===== config.mk =====
export PLATFORM = sky130hd
export DESIGN_NAME = sobel_frame_streamer_flat
export DESIGN_NICKNAME = d
export VERILOG_FILES = /design/src/rtl/sobel_frame_streamer_if.sv /design/src/rtl/sobel_frame_streamer.sv /design/src/flat_wrapper.sv
export SDC_FILE = /design/constraint.sdc
export NUM_CORES = 1
export LEC_CHECK = 0
export ABC_AREA = 1
export CAP_MARGIN = 20
export CORE_MARGIN = 2
export CORE_UTILIZATION = 40
export CTS_CLUSTER_DIAMETER = 80
export DETAILED_ROUTE_END_ITERATION = 7
export MAX_ROUTING_LAYER = met4
export PLACE_DENSITY = 0.72
export SLEW_MARGIN = 20
export SYNTH_ARGS = -nofsm -noshare
export SYNTH_HDL_FRONTEND = slang
export SYNTH_SLANG_ARGS = --single-unit

===== constraint.sdc =====
create_clock -name clk -period 5.02 [get_ports clk]
set_clock_uncertainty 0.2 [all_clocks]
set_input_delay 0.502 -clock clk [delete_from_list [all_inputs] [get_ports clk]]
set_output_delay 0.502 -clock clk [all_outputs]
set_load 0.005 [all_outputs]

===== src/rtl/sobel_frame_streamer_if.sv =====
// sobel_frame_streamer_if: control, frame-memory read bus and pixel stream of the frame streamer
//  master (streamer): in start_i, mem_data_i; out mem_re_o, mem_addr_o, data_o, we_o, busy_o, done_o
//  slave  (system):   the same signals with the directions reversed
interface sobel_frame_streamer_if #(
  parameter int ADDR_W = 19
) ();
  logic              start_i;
  logic              mem_re_o;
  logic [ADDR_W-1:0] mem_addr_o;
  logic [7:0]        mem_data_i;
  logic [7:0]        data_o;
  logic              we_o;
  logic              busy_o;
  logic              done_o;
  modport master (
    input  start_i, mem_data_i,
    output mem_re_o, mem_addr_o, data_o, we_o, busy_o, done_o
  );
  modport slave (
    output start_i, mem_data_i,
    input  mem_re_o, mem_addr_o, data_o, we_o, busy_o, done_o
  );
endinterface


===== src/rtl/sobel_frame_streamer.sv =====
// sobel_frame_streamer: reads a ROWS x COLS frame in raster order and streams it as data_o/we_o
//  clk, rst (sync, active-high); bus: sobel_frame_streamer_if master
//   start_i starts a frame from IDLE; mem_re_o/mem_addr_o read the frame memory, whose data returns on
//   mem_data_i one cycle later; data_o/we_o carry the pixels; busy_o marks a frame; done_o pulses at its end
module sobel_frame_streamer #(
  parameter int ROWS     = 480,
  parameter int COLS     = 640,
  parameter int LINE_GAP = 0,
  parameter int ADDR_W   = 19
) (
  input logic                  clk,
  input logic                  rst,
  sobel_frame_streamer_if.master bus
);
  localparam int RW = ROWS > 1 ? $clog2(ROWS) : 1;
  localparam int CW = COLS > 1 ? $clog2(COLS) : 1;
  localparam int GW = LINE_GAP > 2 ? $clog2(LINE_GAP) : 1;
  typedef enum logic [2:0] {IDLE, STREAM, GAP, DRAIN, DONE} state_t;
  state_t            state_q, state_d;
  logic [RW-1:0]     row_q, row_d;
  logic [CW-1:0]     col_q, col_d;
  logic [ADDR_W-1:0] addr_q, addr_d;
  logic [GW-1:0]     cnt_q, cnt_d;
  logic              re_q, re_d, re_d1_q, re_d1_d, we_q, we_d, busy_q, busy_d, done_q, done_d;
  logic [7:0]        data_q, data_d;
  always_comb begin
    state_d = state_q;
    row_d   = row_q;
    col_d   = col_q;
    addr_d  = addr_q;
    cnt_d   = cnt_q;
    re_d    = 1'b0;
    busy_d  = busy_q;
    done_d  = 1'b0;
    re_d1_d = re_q;
    we_d    = re_d1_q;
    data_d  = re_d1_q ? bus.mem_data_i : data_q;
    case (state_q)
      IDLE: begin
        addr_d = '0;
        if (bus.start_i) begin
          state_d = STREAM;
          row_d   = '0;
          col_d   = '0;
          re_d    = 1'b1;
          busy_d  = 1'b1;
        end
      end
      STREAM: begin
        if (col_q == CW'(COLS - 1)) begin
          col_d = '0;
          if (row_q == RW'(ROWS - 1)) begin
            // last pixel: address stays at N-1, drain counter covers the two pipeline stages
            state_d = DRAIN;
            cnt_d   = GW'(1);
          end else begin
            row_d  = row_q + 1'b1;
            addr_d = addr_q + 1'b1;
            if (LINE_GAP > 0) begin
              state_d = GAP;
              cnt_d   = GW'(LINE_GAP - 1);
            end else begin
              re_d = 1'b1;
            end
          end
        end else begin
          col_d  = col_q + 1'b1;
          addr_d = addr_q + 1'b1;
          re_d   = 1'b1;
        end
      end
      GAP: begin
        if (cnt_q == '0) begin
          state_d = STREAM;
          re_d    = 1'b1;
        end else begin
          cnt_d = cnt_q - 1'b1;
        end
      end
      DRAIN: begin
        if (cnt_q == '0) begin
          state_d = DONE;
          done_d  = 1'b1;
          busy_d  = 1'b0;
          addr_d  = '0;
        end else begin
          cnt_d = cnt_q - 1'b1;
        end
      end
      default: state_d = IDLE;
    endcase
  end
  always_ff @(posedge clk) begin
    if (rst) begin
      state_q <= IDLE;
      row_q   <= '0;
      col_q   <= '0;
      addr_q  <= '0;
      cnt_q   <= '0;
      re_q    <= 1'b0;
      re_d1_q <= 1'b0;
      we_q    <= 1'b0;
      busy_q  <= 1'b0;
      done_q  <= 1'b0;
      data_q  <= '0;
    end else begin
      state_q <= state_d;
      row_q   <= row_d;
      col_q   <= col_d;
      addr_q  <= addr_d;
      cnt_q   <= cnt_d;
      re_q    <= re_d;
      re_d1_q <= re_d1_d;
      we_q    <= we_d;
      busy_q  <= busy_d;
      done_q  <= done_d;
      data_q  <= data_d;
    end
  end
  assign bus.mem_re_o   = re_q;
  assign bus.mem_addr_o = addr_q;
  assign bus.data_o     = data_q;
  assign bus.we_o       = we_q;
  assign bus.busy_o     = busy_q;
  assign bus.done_o     = done_q;
endmodule


===== src/flat_wrapper.sv =====
// flat-port wrapper written by rule: the top's interface ports become plain ports
module sobel_frame_streamer_flat 
#(
  parameter int ROWS     = 480,
  parameter int COLS     = 640,
  parameter int LINE_GAP = 0,
  parameter int ADDR_W   = 19
)
  (clk, rst, bus_start_i, bus_mem_data_i, bus_mem_re_o, bus_mem_addr_o, bus_data_o, bus_we_o, bus_busy_o, bus_done_o);
  sobel_frame_streamer_if #(.ADDR_W(ADDR_W)) bus_i ();
  input logic clk;
  input logic rst;
  input wire logic [$bits(bus_i.start_i)-1:0] bus_start_i;
  input wire logic [$bits(bus_i.mem_data_i)-1:0] bus_mem_data_i;
  output wire logic [$bits(bus_i.mem_re_o)-1:0] bus_mem_re_o;
  output wire logic [$bits(bus_i.mem_addr_o)-1:0] bus_mem_addr_o;
  output wire logic [$bits(bus_i.data_o)-1:0] bus_data_o;
  output wire logic [$bits(bus_i.we_o)-1:0] bus_we_o;
  output wire logic [$bits(bus_i.busy_o)-1:0] bus_busy_o;
  output wire logic [$bits(bus_i.done_o)-1:0] bus_done_o;
  assign bus_i.start_i = bus_start_i;
  assign bus_i.mem_data_i = bus_mem_data_i;
  assign bus_mem_re_o = bus_i.mem_re_o;
  assign bus_mem_addr_o = bus_i.mem_addr_o;
  assign bus_data_o = bus_i.data_o;
  assign bus_we_o = bus_i.we_o;
  assign bus_busy_o = bus_i.busy_o;
  assign bus_done_o = bus_i.done_o;
  sobel_frame_streamer #(.ROWS(ROWS), .COLS(COLS), .LINE_GAP(LINE_GAP), .ADDR_W(ADDR_W)) u_core (.clk(clk), .rst(rst), .bus(bus_i));
endmodule

Word-level counts from Yosys, hierarchy flattened
Index checks and enable logic that the tools add are counted.
{"block": "op_classes", "add_sub_neg": 4, "eq_ne": 12, "muxes": 29, "n_bitwise": 1, "reduce_logical": 13}
{"cell": "two-way mux 19 bit", "n": 3}
{"cell": "one-hot mux 19 bit (3 select lines)", "n": 1}
{"cell": "two-way mux 9 bit", "n": 3}
{"cell": "two-way mux 10 bit", "n": 2}
{"cell": "one-hot mux 10 bit (2 select lines)", "n": 1}
{"cell": "adder 19 x 1 -> 19 bit (second input constant)", "n": 1}
{"cell": "one-hot mux 9 bit (2 select lines)", "n": 1}
{"cell": "two-way mux 3 bit", "n": 5}
{"cell": "one-hot mux 3 bit (4 select lines)", "n": 1}
{"cell": "adder 10 x 1 -> 10 bit (second input constant)", "n": 1}
{"cell": "== test 10 bit (second input constant)", "n": 1}
{"cell": "adder 9 x 1 -> 9 bit (second input constant)", "n": 1}
{"cell": "== test 9 bit (second input constant)", "n": 1}
{"cell": "two-way mux 1 bit", "n": 9}
{"cell": "AND reduction 3 bit", "n": 3}
{"cell": "!= test 2 bit (second input constant)", "n": 4}
{"cell": "== test 3 x 2 -> 1 bit (second input constant)", "n": 2}
{"cell": "nonzero test 2 bit", "n": 3}
{"cell": "AND reduction 5 bit", "n": 1}
{"cell": "!= test 2 x 1 -> 1 bit (second input constant)", "n": 2}
{"cell": "one-hot mux 1 bit (2 select lines)", "n": 2}
{"cell": "AND reduction 4 bit", "n": 1}
{"cell": "OR reduction 2 bit", "n": 2}
{"cell": "== test 3 x 1 -> 1 bit (second input constant)", "n": 1}
{"cell": "other kinds (7)", "n": 7}
{"block": "totals", "register_bits": 55, "input_bits": 11, "output_inout_bits": 31, "word_cells": 70}

Logic depth before layout (Yosys ltp)
{"block": "logic_depth", "word_depth": 4, "depth_mapped": 11, "mapped_depth_nobuf": 11}

Worst setup path after synthesis
No wires, ideal clock.
{"block": "synth_timing", "path_kind": "reg-to-reg", "startpoint": "register u_core.row_q[0]", "endpoint": "register u_core.addr_q[11], in the netlist u_core.bus.mem_addr_o[11]", "setup_ns": 0.113, "arrival_time_ns": 1.405, "required_ns": 4.707, "slack_ns": 3.303, "stages_incl_launch_ff": 12, "path_buffers": 1, "synth_period_minus_slack_ns": 1.717, "path_cell_list": "dfxtp_1 > ha_1 > nand2_1 > nor2_2 > nand2_1 > nor2_2 > nand2_4 > buf_6 > nand3_1 > nand2_1 > nand2_1 > nor2_1"}
{"block": "synth_via", "elab_chain_len": 3}
{"item": "start, declared", "line_no": "sobel_frame_streamer.sv:20", "rtl": "logic [RW-1:0] row_q, row_d;"}
{"item": "start signal, assigned", "line_no": "sobel_frame_streamer.sv:108", "rtl": "row_q <= row_d;"}
{"item": "== test 9 bit", "line_no": "sobel_frame_streamer.sv:52", "rtl": "if (row_q == RW'(ROWS - 1)) begin"}
{"item": "!= test 3 bit (no source line)"}
{"item": "AND reduction 3 bit (no source line)"}
{"item": "end signal, assigned", "line_no": "sobel_frame_streamer.sv:110", "rtl": "addr_q <= addr_d;"}
{"item": "end, declared", "line_no": "sobel_frame_streamer.sv:22", "rtl": "logic [ADDR_W-1:0] addr_q, addr_d;"}
No other way between the ends.
A chain may end at the register's enable or synchronous reset.

==> key figures <==
Timing
  – Max-slew violation count: 0
  – Setup_tns: 0 ns
  – Final WS setup: 2.86 ns
  – Hold slack: 0.224 ns
  – Fin. Hold Viols: 0
  – Fmax: 463 MHz
  – RSZ-0062 raised after global routing: false
  – # setup viols final: 0
  – Slew @ Worst Pin: 0.938 ns
  – Post-layout minimum cycle time: 2.16 ns
  – Slew HR: 37.4%
  – Tcrit/Tclk final: a little over two fifths

Floorplan
  – Row count: 31
  – Die width: 91.7 um
  – Core region area: 7370 um2
  – Starting density of the core: 41.7%
  – I/O pin count: 42
  – Die Y-Extent: 91.7 um
  – Die Area: 8410 um2

Clocking
  – CTS tree: done
  – Max Root-Sink Buffers: 2
  – Worst-Skew Late Latency: 0.32 ns
  – CTS root buffer: clkbuf_8
  – Post-CTS setup buffers: 0
  – Worst-path clk slew: 0.11 ns
  – Sink Count: 55
  – # hold bufs at CTS: 0
  – Cts repair resizes: 0
  – Max H-tree Level: 2
  – Num CTS Buffers: 5

Placement
  – IO Port Bufs: 41
  – Dpl ws: approximately 2.5 ns
  – Dpl hpwl: 5.11 mm
  – Cells after DPL: 612
  – Gpl congestion: 0.872

Routing
  – Remaining antenna violation count: 0
  – Post-Route WL: 7.08 mm
  – DR DRC count: 0
  – Post-DR wirelength/cell: between 10 and 15 um
  – First-pass DRT Iterations: 5
  – DRT iter0 DRCs: around 130
  – Vias/cell: 4.85
  – Via count: 3010

Pwr
  – Clk pwr share: 31.1%
  – Flop pwr share: between 50% and 60%
  – Internal Power: 609 uW
  – Logic gate share of total power: 15.7%
  – Switch share: 30.2%
  – PD cells: 239 nW/um2
  – Switching power total: 263 uW
  – Pleak: 1.54 nW
  – Maximum vdd drop: between 100 and 150 uV

Critical path
  – CP Launch Type: primary input
  – R2r worst-path depth: 11
  – Crit path DAT: 2.21 ns
  – Critical setup path kind: primary input to flop
  – Crit Path Max Fanout: 31
  – Crit path required time: 5.07 ns
  – Crit end category: flop

Logic synthesis
  – Synth unique cells: 36
  – Area contributors post-synth: dfxtp_1 (36%), nand2_1 (17%), nor2_1 (9.3%), inv_1 (7.2%), nand3_1 (5.2%)
  – Yosys top cell area share: roughly 36%
  – Cells after Synth: approximately 480
  – Ys Warns: 0
  – Netlist Area Pre-Place: 3080 um2
  – Sequential fraction of the synthesis area: 35.8%
  – Ys flop type: dfxtp_1
  – Post-synth ARST share: 0%
  – FF+latch count, synth: 55
  – Post-synth top area cell: dfxtp_1
  – Post-Syn Area per Cell: approximately 6.4 um2
  – Syn nets: a little under 500
  – EDFF count, synth: 0

Cells and area
  – Layout overhead on the synthesized area: 18.8%
  – Most common cell after layout, fill and taps aside: nand2_1
  – Antenna diode count: 0
  – Commonest cells after routing, fill and taps aside: nand2_1 (142), nor2_1 (76), inv_1 (59)
  – Layout cells sized above 1: 8.45%
  – Post-Layout Cell Count: 620
  – # fillers: 749
  – Final #Nets: 534

GRT
  – Total grt overflow: 0
  – Vias in the first global route: 2735
  – Global-route wire length before repair: 12.2 mm
  – GRT Util Overall: 18.0%
  – Initial antenna violation count: 0
  – Largest net degree at the start of global routing: 32

Min path
  – Hold Crit Class: flop to flop
  – Worst Hold Depth: 2

Job
  – Max-Cap Viols: 0

Outcome
  – Status: completed
-- stage by stage --
stage               util [%]  total power [mW]  area (um2)
finish                  49.6             0.873        3660
global route            49.6             0.917        3660
CTS                     49.6             0.880        3660
detailed placement      48.3             0.612        3560
global placement        48.3             0.610        3560
floorplan                  -             0.563        3080
-- layer usage --
metal  up-vias  GRT usage, %  wire length (um)
met5         -             -                 0
met3         5          2.79               243
li1       1575             -                 -
met2        59          30.8              3470
met1      1371          21.9              3300
met4         0          5.35                68
-- critical path, stage by stage --
cell and delay, ns:
clkdlybuf4s50_1 0.39, buf_4 0.21, inv_1 0.71, o21ai_0 0.22
a21oi_1 0.17
-- registers in the layout (all words and copies together) (netlist names) --
| signal | flops |
|---|---|
| u_core.bus.done_o | 1 |
| u_core.state_q | 3 |
| u_core.col_q | 10 |
| u_core.bus.data_o | 8 |
| u_core.bus.we_o | 1 |
| u_core.cnt_q | 1 |
| u_core.bus.mem_addr_o | 19 |
| u_core.bus.mem_re_o | 1 |
| u_core.bus.busy_o | 1 |
| u_core.row_q | 9 |
| u_core.re_d1_q | 1 |
-- cell families after synthesis --
family                   synth area share, %
AND/OR/NAND/NOR                         42.3
buffers and inverters                   10.5
XOR/XNOR                               0.285
flip-flops                              35.8
adder cells (fa/ha/maj)                 1.22
AO/OA/AOI/OAI                           9.96
-- synthesized netlist by cell type, types with 4 or more instances --
master and number:
o21ai_0 22, dfxtp_1 55, nor2_4 4, nor2_2 5, inv_2 6, nor2_1 76, nand3_1 32, nand2_1 142
inv_1 59, a21oi_1 23, nand4_1 5, buf_2 4, nand2_2 4
-- power groups by stage --
stage / Clock [mW] / Combinational (mW) / Sequential [mW]
after floorplan: 0 / 0.0905 / 0.472
after global placement: 0 / 0.136 / 0.474
after detailed placement: 0 / 0.137 / 0.474
after CTS: 0.277 / 0.138 / 0.464
after global routing: 0.295 / 0.155 / 0.467
final: 0.271 / 0.137 / 0.464
-- final timing paths --
| check | from | to | slack [ns] |
|---|---|---|---|
| max | rst | u_core.col_q[2]$_SDFFE_PP0P_ | 2.86 |
| min | u_core.bus.mem_re_o$_SDFF_PP0_ | u_core.re_d1_q$_SDFF_PP0_ | 0.22 |
| max reg2reg | u_core.row_q[0]$_SDFFE_PP0P_ | u_core.bus.mem_addr_o[8]$_SDFFE_PP0P_ | 2.99 |
| min reg2reg | u_core.bus.mem_re_o$_SDFF_PP0_ | u_core.re_d1_q$_SDFF_PP0_ | 0.22 |
-- layout make-up --
| type | count | area (um2) | share of cell area (%) |
|---|---|---|---|
| Multi-Input combinational cell | 347 | 1650 | 45.2 |
| Sequential cell | 55 | 1100 | 30.1 |
| Timing Repair Buffer | 42 | 418 | 11.4 |
| Inverter | 69 | 264 | 7.22 |
| Tap cell | 99 | 124 | 3.39 |
| Clock buffer | 5 | 68.8 | 1.88 |
| Clock inverter | 3 | 26.3 | 0.719 |
No activity file was read; power rests on OpenSTA's default activity.
